**config.mk**
```make
export PLATFORM = sky130hd
export DESIGN_NAME = gate_sweep_ctrl_flat
export DESIGN_NICKNAME = d
export VERILOG_FILES = /design/src/rtl/gate_sweep_if.sv /design/src/rtl/gate_sweep_ctrl.sv /design/src/flat_wrapper.sv
export SDC_FILE = /design/constraint.sdc
export NUM_CORES = 1
export LEC_CHECK = 0
export ABC_AREA = 1
export CORE_ASPECT_RATIO = 1.1
export CORE_MARGIN = 8
export CORE_UTILIZATION = 49
export CTS_BUF_LIST = sky130_fd_sc_hd__clkbuf_8 sky130_fd_sc_hd__clkbuf_16
export CTS_CLUSTER_DIAMETER = 150
export DETAILED_ROUTE_END_ITERATION = 6
export PLACE_DENSITY_LB_ADDON = 0.05
export SLEW_MARGIN = 30
export SYNTH_ARGS = -nofsm -noshare
export SYNTH_HDL_FRONTEND = slang
export SYNTH_SLANG_ARGS = --single-unit
```
**constraint.sdc**
```tcl
create_clock -name clk -period 1.5 [get_ports clk]
set_input_delay 0.15 -clock clk [delete_from_list [all_inputs] [get_ports clk]]
set_output_delay 0.15 -clock clk [all_outputs]
set_load 0.005 [all_outputs]
```
**src/rtl/gate_sweep_if.sv**
```systemverilog
// gate_sweep_if: control and observation bundle between a sweep master and gate_sweep_ctrl
interface gate_sweep_if #(parameter int HOLD_W = 8);
  logic start, abort, gate_x, a, b, busy, done, pass;
  logic [HOLD_W-1:0] hold_cycles;
  logic [1:0] vec_idx;
  logic [2:0] err_count;
  modport master(output start, abort, hold_cycles, gate_x, input a, b, vec_idx, busy, done, pass, err_count);
  modport slave(input start, abort, hold_cycles, gate_x, output a, b, vec_idx, busy, done, pass, err_count);
endinterface

```
**src/rtl/gate_sweep_ctrl.sv**
```systemverilog
// gate_sweep_ctrl: drives all four input vectors into an AND gate, holding each H cycles, and counts mismatches
module gate_sweep_ctrl #(parameter int HOLD_W = 8) (
  input logic clk,
  input logic rst,
  gate_sweep_if.slave s
);
  typedef enum logic [1:0] {IDLE, WAIT, DONE} state_t;
  state_t state, state_n;
  logic [HOLD_W-1:0] h, h_n, cnt, cnt_n, hs;
  logic [1:0] idx, idx_n;
  logic [2:0] err, err_n;
  logic busy, busy_n, done, done_n, pass, pass_n, miss;
  assign hs = s.hold_cycles == '0 ? HOLD_W'(1) : s.hold_cycles;
  assign miss = s.gate_x != (idx[1] & idx[0]);
  assign s.a = idx[1];
  assign s.b = idx[0];
  assign s.vec_idx = idx;
  assign s.busy = busy;
  assign s.done = done;
  assign s.pass = pass;
  assign s.err_count = err;
  always_ff @(posedge clk) begin
    if (rst) begin
      state <= IDLE;
      h <= '0;
      cnt <= '0;
      idx <= '0;
      err <= '0;
      busy <= 1'b0;
      done <= 1'b0;
      pass <= 1'b0;
    end else begin
      state <= state_n;
      h <= h_n;
      cnt <= cnt_n;
      idx <= idx_n;
      err <= err_n;
      busy <= busy_n;
      done <= done_n;
      pass <= pass_n;
    end
  end
  always_comb begin
    state_n = state;
    h_n = h;
    cnt_n = cnt;
    idx_n = idx;
    err_n = err;
    busy_n = busy;
    done_n = 1'b0;
    pass_n = pass;
    case (state)
      IDLE: if (s.start) begin
        state_n = WAIT;
        h_n = hs;
        cnt_n = hs - HOLD_W'(1);
        idx_n = '0;
        err_n = '0;
        busy_n = 1'b1;
        pass_n = 1'b0;
      end
      WAIT: if (s.abort) begin
        state_n = IDLE;
        cnt_n = '0;
        idx_n = '0;
        err_n = '0;
        busy_n = 1'b0;
        pass_n = 1'b0;
      end else if (cnt != '0) begin
        cnt_n = cnt - HOLD_W'(1);
      end else begin
        // the final vector's compare lands in err_n before pass is derived from it
        err_n = err + {2'b00, miss};
        idx_n = idx + 2'd1;
        cnt_n = idx == 2'd3 ? '0 : h - HOLD_W'(1);
        state_n = idx == 2'd3 ? DONE : WAIT;
        busy_n = idx != 2'd3;
        done_n = idx == 2'd3;
        pass_n = idx == 2'd3 ? err_n == '0 : 1'b0;
      end
      default: state_n = IDLE;
    endcase
  end
endmodule

```
**src/flat_wrapper.sv**
```systemverilog
// flat-port wrapper written by rule: the top's interface ports become plain ports
module gate_sweep_ctrl_flat 
#(parameter int HOLD_W = 8)
  (clk, rst, s_start, s_abort, s_hold_cycles, s_gate_x, s_a, s_b, s_vec_idx, s_busy, s_done, s_pass, s_err_count);
  gate_sweep_if #(.HOLD_W(HOLD_W)) s_i ();
  input logic clk;
  input logic rst;
  input wire logic [$bits(s_i.start)-1:0] s_start;
  input wire logic [$bits(s_i.abort)-1:0] s_abort;
  input wire logic [$bits(s_i.hold_cycles)-1:0] s_hold_cycles;
  input wire logic [$bits(s_i.gate_x)-1:0] s_gate_x;
  output wire logic [$bits(s_i.a)-1:0] s_a;
  output wire logic [$bits(s_i.b)-1:0] s_b;
  output wire logic [$bits(s_i.vec_idx)-1:0] s_vec_idx;
  output wire logic [$bits(s_i.busy)-1:0] s_busy;
  output wire logic [$bits(s_i.done)-1:0] s_done;
  output wire logic [$bits(s_i.pass)-1:0] s_pass;
  output wire logic [$bits(s_i.err_count)-1:0] s_err_count;
  assign s_i.start = s_start;
  assign s_i.abort = s_abort;
  assign s_i.hold_cycles = s_hold_cycles;
  assign s_i.gate_x = s_gate_x;
  assign s_a = s_i.a;
  assign s_b = s_i.b;
  assign s_vec_idx = s_i.vec_idx;
  assign s_busy = s_i.busy;
  assign s_done = s_i.done;
  assign s_pass = s_i.pass;
  assign s_err_count = s_i.err_count;
  gate_sweep_ctrl #(.HOLD_W(HOLD_W)) u_core (.clk(clk), .rst(rst), .s(s_i));
endmodule
```
==> qor.csv, run 1 <==
metric,value,unit
Sw Share,34.7,%
worst min path class,primary input to flop,
Slew HR,74.0,%
fin worst setup slack,-0.0991,ns
DRC Markers,0,
drt via density,5.09,
Die Width,72.2,um
synthesized area,1700,um^2
RSZ-0062 raised after global routing,yes,
clock slew at reported path FFs,0.10,ns
fin cells,369,
Max Clock Skew,0.00567,ns
Max Cap Violations,0,
total CTS buffers,3,
DRT Pass-1 Iters,4,
Area growth syn-to-layout,43.8,%
chip height,77.8,um
Reg power frac,39.3,%
initial antenna violation count,0,
Antenna Nets Post-Route,0,
Total Wirelength,4770,um
DR iter-0 viols,108,
combinational fraction of design power,38.2,%
"FF+latch count, synth",26,
DR WL met3,99,um
min cycle time layout,1.60,ns
Worst Tran Pin Value,0.387,ns
hpwl dp,3690,um
Initial Util,51.1,%
WP data arrival,1.80,ns
TritonCTS clock tree,built,
Post-Syn Nets,280,
Overflow after GRT,0,
proportion of layout cells with a drive suffix above 1,27.4,%
vias in the first global route,1867,
Mapped Avg Cell Area,6.54,um^2
internal power,1.35,mW
Switch Pwr,719,uW
Crit Path Max Fanout,3,
Rows,22,
antenna cells,0,
Wirelength per Cell,12.9,um
fmax,0.625,GHz
Yosys warnings,0,
met2 wire len,2510,um
Clock Path Buffers,2,
CTS root buf,clkbuf_8,
violated checks,negative setup slack,
first-pass GRT wire length,7950,um
die area,5620,um^2
Post-Synthesis Cells,260,
Ports,23,
Tcrit/Tclk final,107,%
# setup viols final,1,
fin util,73.4,%
Clock Sinks,26,
Netlist cell types,30,
Port Buf Inserts,22,
CP startpoint kind,flop,
register area share after synthesis,30.6,%
top sig layer,met4,
Critical Path End Type,flop,
critical path class,flop to flop,
pwr/cell area,847,nW/um^2
Fin. Hold Viols,0,
Required @ worst endpoint,1.70,ns
Worst-Skew Late Latency,0.27,ns
Worst IR Drop VDD,0.499,mV
placed insts,361,
routability cong.,0.908,
nets,342,
core region area,3330,um^2
Setup WS pre-CTS,-0.380,ns
setup TNS,-0.0991,ns
clock share of power,22.5,%
Max Transition Viols Final,0,
Static Leak,1.18,nW
via count,1878,
Total Power,2.07,mW
Post-Route M1 WL,2090,um
largest net degree at the start of global routing,18,
total track usage,17.3,%
CTS HTree Levels,1,
status,"complete, but fails checks",
==> power groups by stage <==
stage / clock network, mW / logic [mW] / registers [mW]
after global routing: 0.495 / 0.877 / 0.823
after floorplan: 0 / 0.446 / 0.816
after detailed placement: 0 / 0.733 / 0.825
after global placement: 0 / 0.724 / 0.823
after CTS: 0.469 / 0.752 / 0.812
final: 0.466 / 0.791 / 0.815
==> cells in the mapped netlist <==
master,number,area share [%]
a211oi_2,1,0.74
a21oi_1,24,7.1
a31oi_1,3,1.1
buf_2,2,0.59
buf_4,2,0.88
buf_6,1,0.66
clkbuf_1,2,0.44
dfxtp_1,26,31
ha_1,7,5.1
inv_1,43,9.5
inv_2,2,0.44
nand2_1,40,8.8
nand2_2,1,0.37
nand2_4,1,0.66
nand3_1,27,7.9
nand3_2,1,0.59
nand4_1,4,1.5
nor2_1,32,7.1
nor2_2,2,0.74
nor2_4,2,1.3
nor2_8,1,1.2
nor3_1,1,0.29
nor4_1,2,0.74
o211a_1,2,1.2
o211ai_1,2,0.88
o21ai_0,23,6.8
o21ai_1,1,0.29
o21ai_2,1,0.51
xnor2_1,2,1.0
xor2_1,2,1.0
==> metrics by stage <==
stage               hold slack (ns)  instance area, um^2
floorplan                     0.340                 1740
global placement              0.463                 2280
detailed placement            0.465                 2280
CTS                           0.481                 2370
global route                  0.360                 2450
finish                        0.312                 2450
==> final timing paths <==
path / startpoint / cells past startpoint / end / slack [ns]
hold reg to reg: u_core.h[7]$_SDFFE_PP0P_ / 2 / u_core.h[7]$_SDFFE_PP0P_ / 0.48
setup / recovery: u_core.s.vec_idx[0]$_SDFFE_PP0P_ / 7 / u_core.s.pass$_SDFFE_PP0P_ / -0.1
hold / removal: s_hold_cycles[1] / 4 / u_core.h[1]$_SDFFE_PP0P_ / 0.31
setup reg to reg: u_core.s.vec_idx[0]$_SDFFE_PP0P_ / 7 / u_core.s.pass$_SDFFE_PP0P_ / -0.1
==> cells by family after synthesis <==
group / share of synthesized area (%)
flops: 30.6
xor+xnor: 2.06
simple gates: 31.2
buf+inv: 12.5
fa+ha+maj: 5.15
compound gates: 18.5
==> routing by layer <==
| metal | vias to the layer above | global-route usage, % |
|---|---|---|
| met5 | - | 0 |
| met4 | 0 | 5.73 |
| met3 | 7 | 2.19 |
| met2 | 36 | 31.6 |
| met1 | 864 | 20.0 |
| li1 | 971 | - |
==> state kept, by name, summed over array words and instances, names as in the netlist <==
name and cells:
u_core.s.vec_idx 2, u_core.s.busy 1, u_core.s.pass 1, u_core.s.err_count 3
u_core.state 2, u_core.s.done 1, u_core.h 8, u_core.cnt 8
==> layout by cell type, fill, tap and decap left out, types with 3 or more instances in the layout <==
cell and n:
buf_4 41, nand2_1 37, inv_1 35, nor2_1 26, nand3_1 26, a21oi_1 23
dfxtp_1 22, o21ai_0 20, clkdlybuf4s50_1 15, inv_2 10, dlymetal6s2s_1 7, nor2_2 6
nand2_2 4, nor2_4 4, o21ai_1 4, nand4_1 4, clkbuf_8 4, a31oi_1 3
ha_2 3, dfxtp_2 3
==> critical path: stages (launching register included) <==
cell and delay [ns]:
dfxtp_4 0.36, ha_4 0.17, xor2_2 0.14, ha_2 0.20, ha_4 0.18, xnor2_4 0.14, nand4_1 0.12, a211oi_2 0.21
==> repair_timing <==
item,4_1_cts,5_1_grt
setup buffers,1,3
hold buffers,0,0
cloned,0,0
endpoints found under the setup margin,4,15
pin swaps,4,15
resized for setup,9,28
endpoints found under the hold margin,0,0
==> area by class of cell <==
cell class / instances / area [um^2]
Inverter: 45 / 169
Timing Repair Buffer: 64 / 566
Tap cell: 48 / 60.1
Fill cell: 259 / 885
Sequential cell: 26 / 528
Multi-Input combinational cell: 182 / 1070
Clock buffer: 4 / 55.1
Power figures use the tool's default switching activity.
==> run 2, diff against run 1 <==
--- a/config.mk
+++ b/config.mk
@@ -12,7 +12,7 @@
 export CTS_BUF_LIST = sky130_fd_sc_hd__clkbuf_8 sky130_fd_sc_hd__clkbuf_16
 export CTS_CLUSTER_DIAMETER = 150
 export DETAILED_ROUTE_END_ITERATION = 6
-export PLACE_DENSITY_LB_ADDON = 0.05
+export PLACE_DENSITY = 0.86
 export SLEW_MARGIN = 30
 export SYNTH_ARGS = -nofsm -noshare
 export SYNTH_HDL_FRONTEND = slang
==> qor.csv, run 2 (synthesis results as in run 1) <==
metric,value,unit
Max Clock Skew,0.0121,ns
DR iter-0 viols,131,
Required @ worst endpoint,1.71,ns
total track usage,17.3,%
Max Cap Violations,0,
Worst-Skew Late Latency,0.27,ns
nets,342,
Clock Sinks,26,
FF-to-FF Start,u_core.s.vec_idx[0]$_SDFFE_PP0P_,
reg2reg setup slack,-0.06,ns
via count,1970,
Crit Path Max Fanout,3,
Die Width,72.2,um
Antenna Nets Post-Route,0,
pwr/cell area,889,nW/um^2
Clock Path Buffers,2,
status,"complete, but fails checks",
most frequent cells in the layout,"buf_4 (40), nand2_1 (37), inv_1 (36)",
Total Wirelength,5190,um
routability cong.,0.875,
antenna cells,0,
Initial Util,51.1,%
Critical Path End Type,flop,
clock slew at reported path FFs,0.10,ns
Hold EP,u_core.h[7]$_SDFFE_PP0P_,
Worst IR Drop VDD,0.496,mV
Top delay family on crit path,adder cells,
total CTS buffers,3,
Tcrit/Tclk final,104,%
proportion of layout cells with a drive suffix above 1,29.0,%
violated checks,negative setup slack,
min cycle time layout,1.56,ns
crit-path cells,ha_4 -> xor2_2 -> ha_2 -> ha_4 -> xnor2_4 -> nand4_1 -> a211oi_2,
Port Buf Inserts,22,
Slew HR,74.0,%
FILL cells,217,
setup TNS,-0.0911,ns
reg2reg end,u_core.s.pass$_SDFFE_PP0P_,
CP max stage delay,0.36,ns
# setup viols final,2,
first-pass GRT wire length,8070,um
Ports,23,
DRC Markers,0,
hold_sp,s_hold_cycles[7],
initial antenna violation count,0,
Fin. Hold Viols,0,
Overflow after GRT,0,
CTS HTree Levels,1,
TritonCTS clock tree,built,
vias in the first global route,1884,
die area,5620,um^2
RSZ-0062 raised after global routing,yes,
WP buf/inv,0,
Crit-path slowest cell,dfxtp_4,
Max Transition Viols Final,0,
Reg area,528,um^2
critical path class,flop to flop,
Wirelength per Cell,14.1,um
core region area,3330,um^2
DRT Pass-1 Iters,5,
hold path cells,4,
Worst Tran Pin Value,0.387,ns
worst min path class,primary input to flop,
largest net degree at the start of global routing,18,
Static Leak,1.18,nW
"most used cell, CP",ha_4,
Placed Instance Area,2270,um^2
hpwl dp,3720,um
fin worst setup slack,-0.0637,ns
design area,2500,um^2
"commonest non-fill, non-tap cell in the layout",buf_4,
Rows,22,
CTS root buf,clkbuf_8,
WP data arrival,1.77,ns
R2R depth,7,
drt via density,5.34,
chip height,77.8,um
area of the multi-input gates,1100,um^2
fmax,0.640,GHz
Area growth syn-to-layout,46.8,%
CP startpoint kind,flop,
==> run 2: cell count changes in the layout (fill, tap and decap cells not counted), moves of 2 or more <==
cell	before	now
o21ai_1	4	2
a21oi_2	1	3
ha_2	3	5
a21oi_1	23	21
ha_1	2	0
nand3_1	26	24
==> run 2: where the power goes <==
| part | switching, mW | total (mW) | leakage [nW] | internal [mW] |
|---|---|---|---|---|
| clock | 0.228 | 0.585 | 0.0357 | 0.357 |
| combinational | 0.457 | 0.822 | 0.926 | 0.365 |
| sequential | 0.0564 | 0.814 | 0.216 | 0.758 |
| total | 0.742 | 2.22 | 1.18 | 1.48 |
==> run 2: stage by stage <==
stage	cells	hold WS (ns)	power (mW)	utilization, %	setup slack, ns
after detailed placement	360	0.462	1.55	68.1	-0.466
after CTS	367	0.452	2.15	71.6	-0.0583
final	369	0.331	2.22	75.0	-0.0637
after global placement	360	0.455	1.53	68.1	-0.333
after global routing	369	0.367	2.33	75.0	-0.144
after floorplan	260	0.340	1.26	-	0.0138
==> run 2: how the worst max path moves through the flow <==
stage / startpoint / endpoint / slack (ns) / cells past startpoint
final: u_core.s.vec_idx[0]$_SDFFE_PP0P_ / u_core.s.pass$_SDFFE_PP0P_ / -0.06 / 7
after floorplan: u_core.s.vec_idx[0]$_SDFFE_PP0P_ / u_core.s.pass$_SDFFE_PP0P_ / 0.01 / 7
after detailed placement: s_hold_cycles[3] / u_core.cnt[6]$_SDFFE_PP0P_ / -0.47 / 13
after global routing: u_core.s.vec_idx[0]$_SDFFE_PP0P_ / u_core.s.pass$_SDFFE_PP0P_ / -0.14 / 7
after CTS: u_core.s.vec_idx[1]$_SDFFE_PP0P_ / u_core.s.pass$_SDFFE_PP0P_ / -0.06 / 7
after global placement: s_hold_cycles[4] / u_core.cnt[6]$_SDFFE_PP0P_ / -0.33 / 13
==> run 2: per-layer routing <==
| metal | global-route usage [%] | vias up | wire (um) |
|---|---|---|---|
| met5 | 0 | - | 0 |
| met4 | 9.82 | 0 | 226 |
| met3 | 2.70 | 28 | 321 |
| met2 | 29.6 | 81 | 2590 |
| met1 | 19.9 | 894 | 2060 |
| li1 | - | 967 | - |
==> run 2: repair_timing <==
action                     CTS  global route
setup buffers                3             2
pin swaps                    9            13
hold endpoints to repair     0             0
gates resized for setup      9            35
hold buffers                 0             0
setup endpoints to repair    4            15
==> run 2: area by class of cell <==
cell class | instances | share of cell area [%]
Sequential cell | 26 | 21.1
Clock buffer | 3 | 1.65
Timing Repair Buffer | 64 | 22.6
Clock inverter | 1 | 1.20
Tap cell | 48 | 2.40
Multi-Input combinational cell | 182 | 44.2
Inverter | 45 | 6.76
==> run 2: tightest hold or removal path, cell delays in order <==
cell and delay, ns:
dlymetal6s2s_1 0.10, buf_4 0.13, o21ai_0 0.08, a21oi_1 0.10
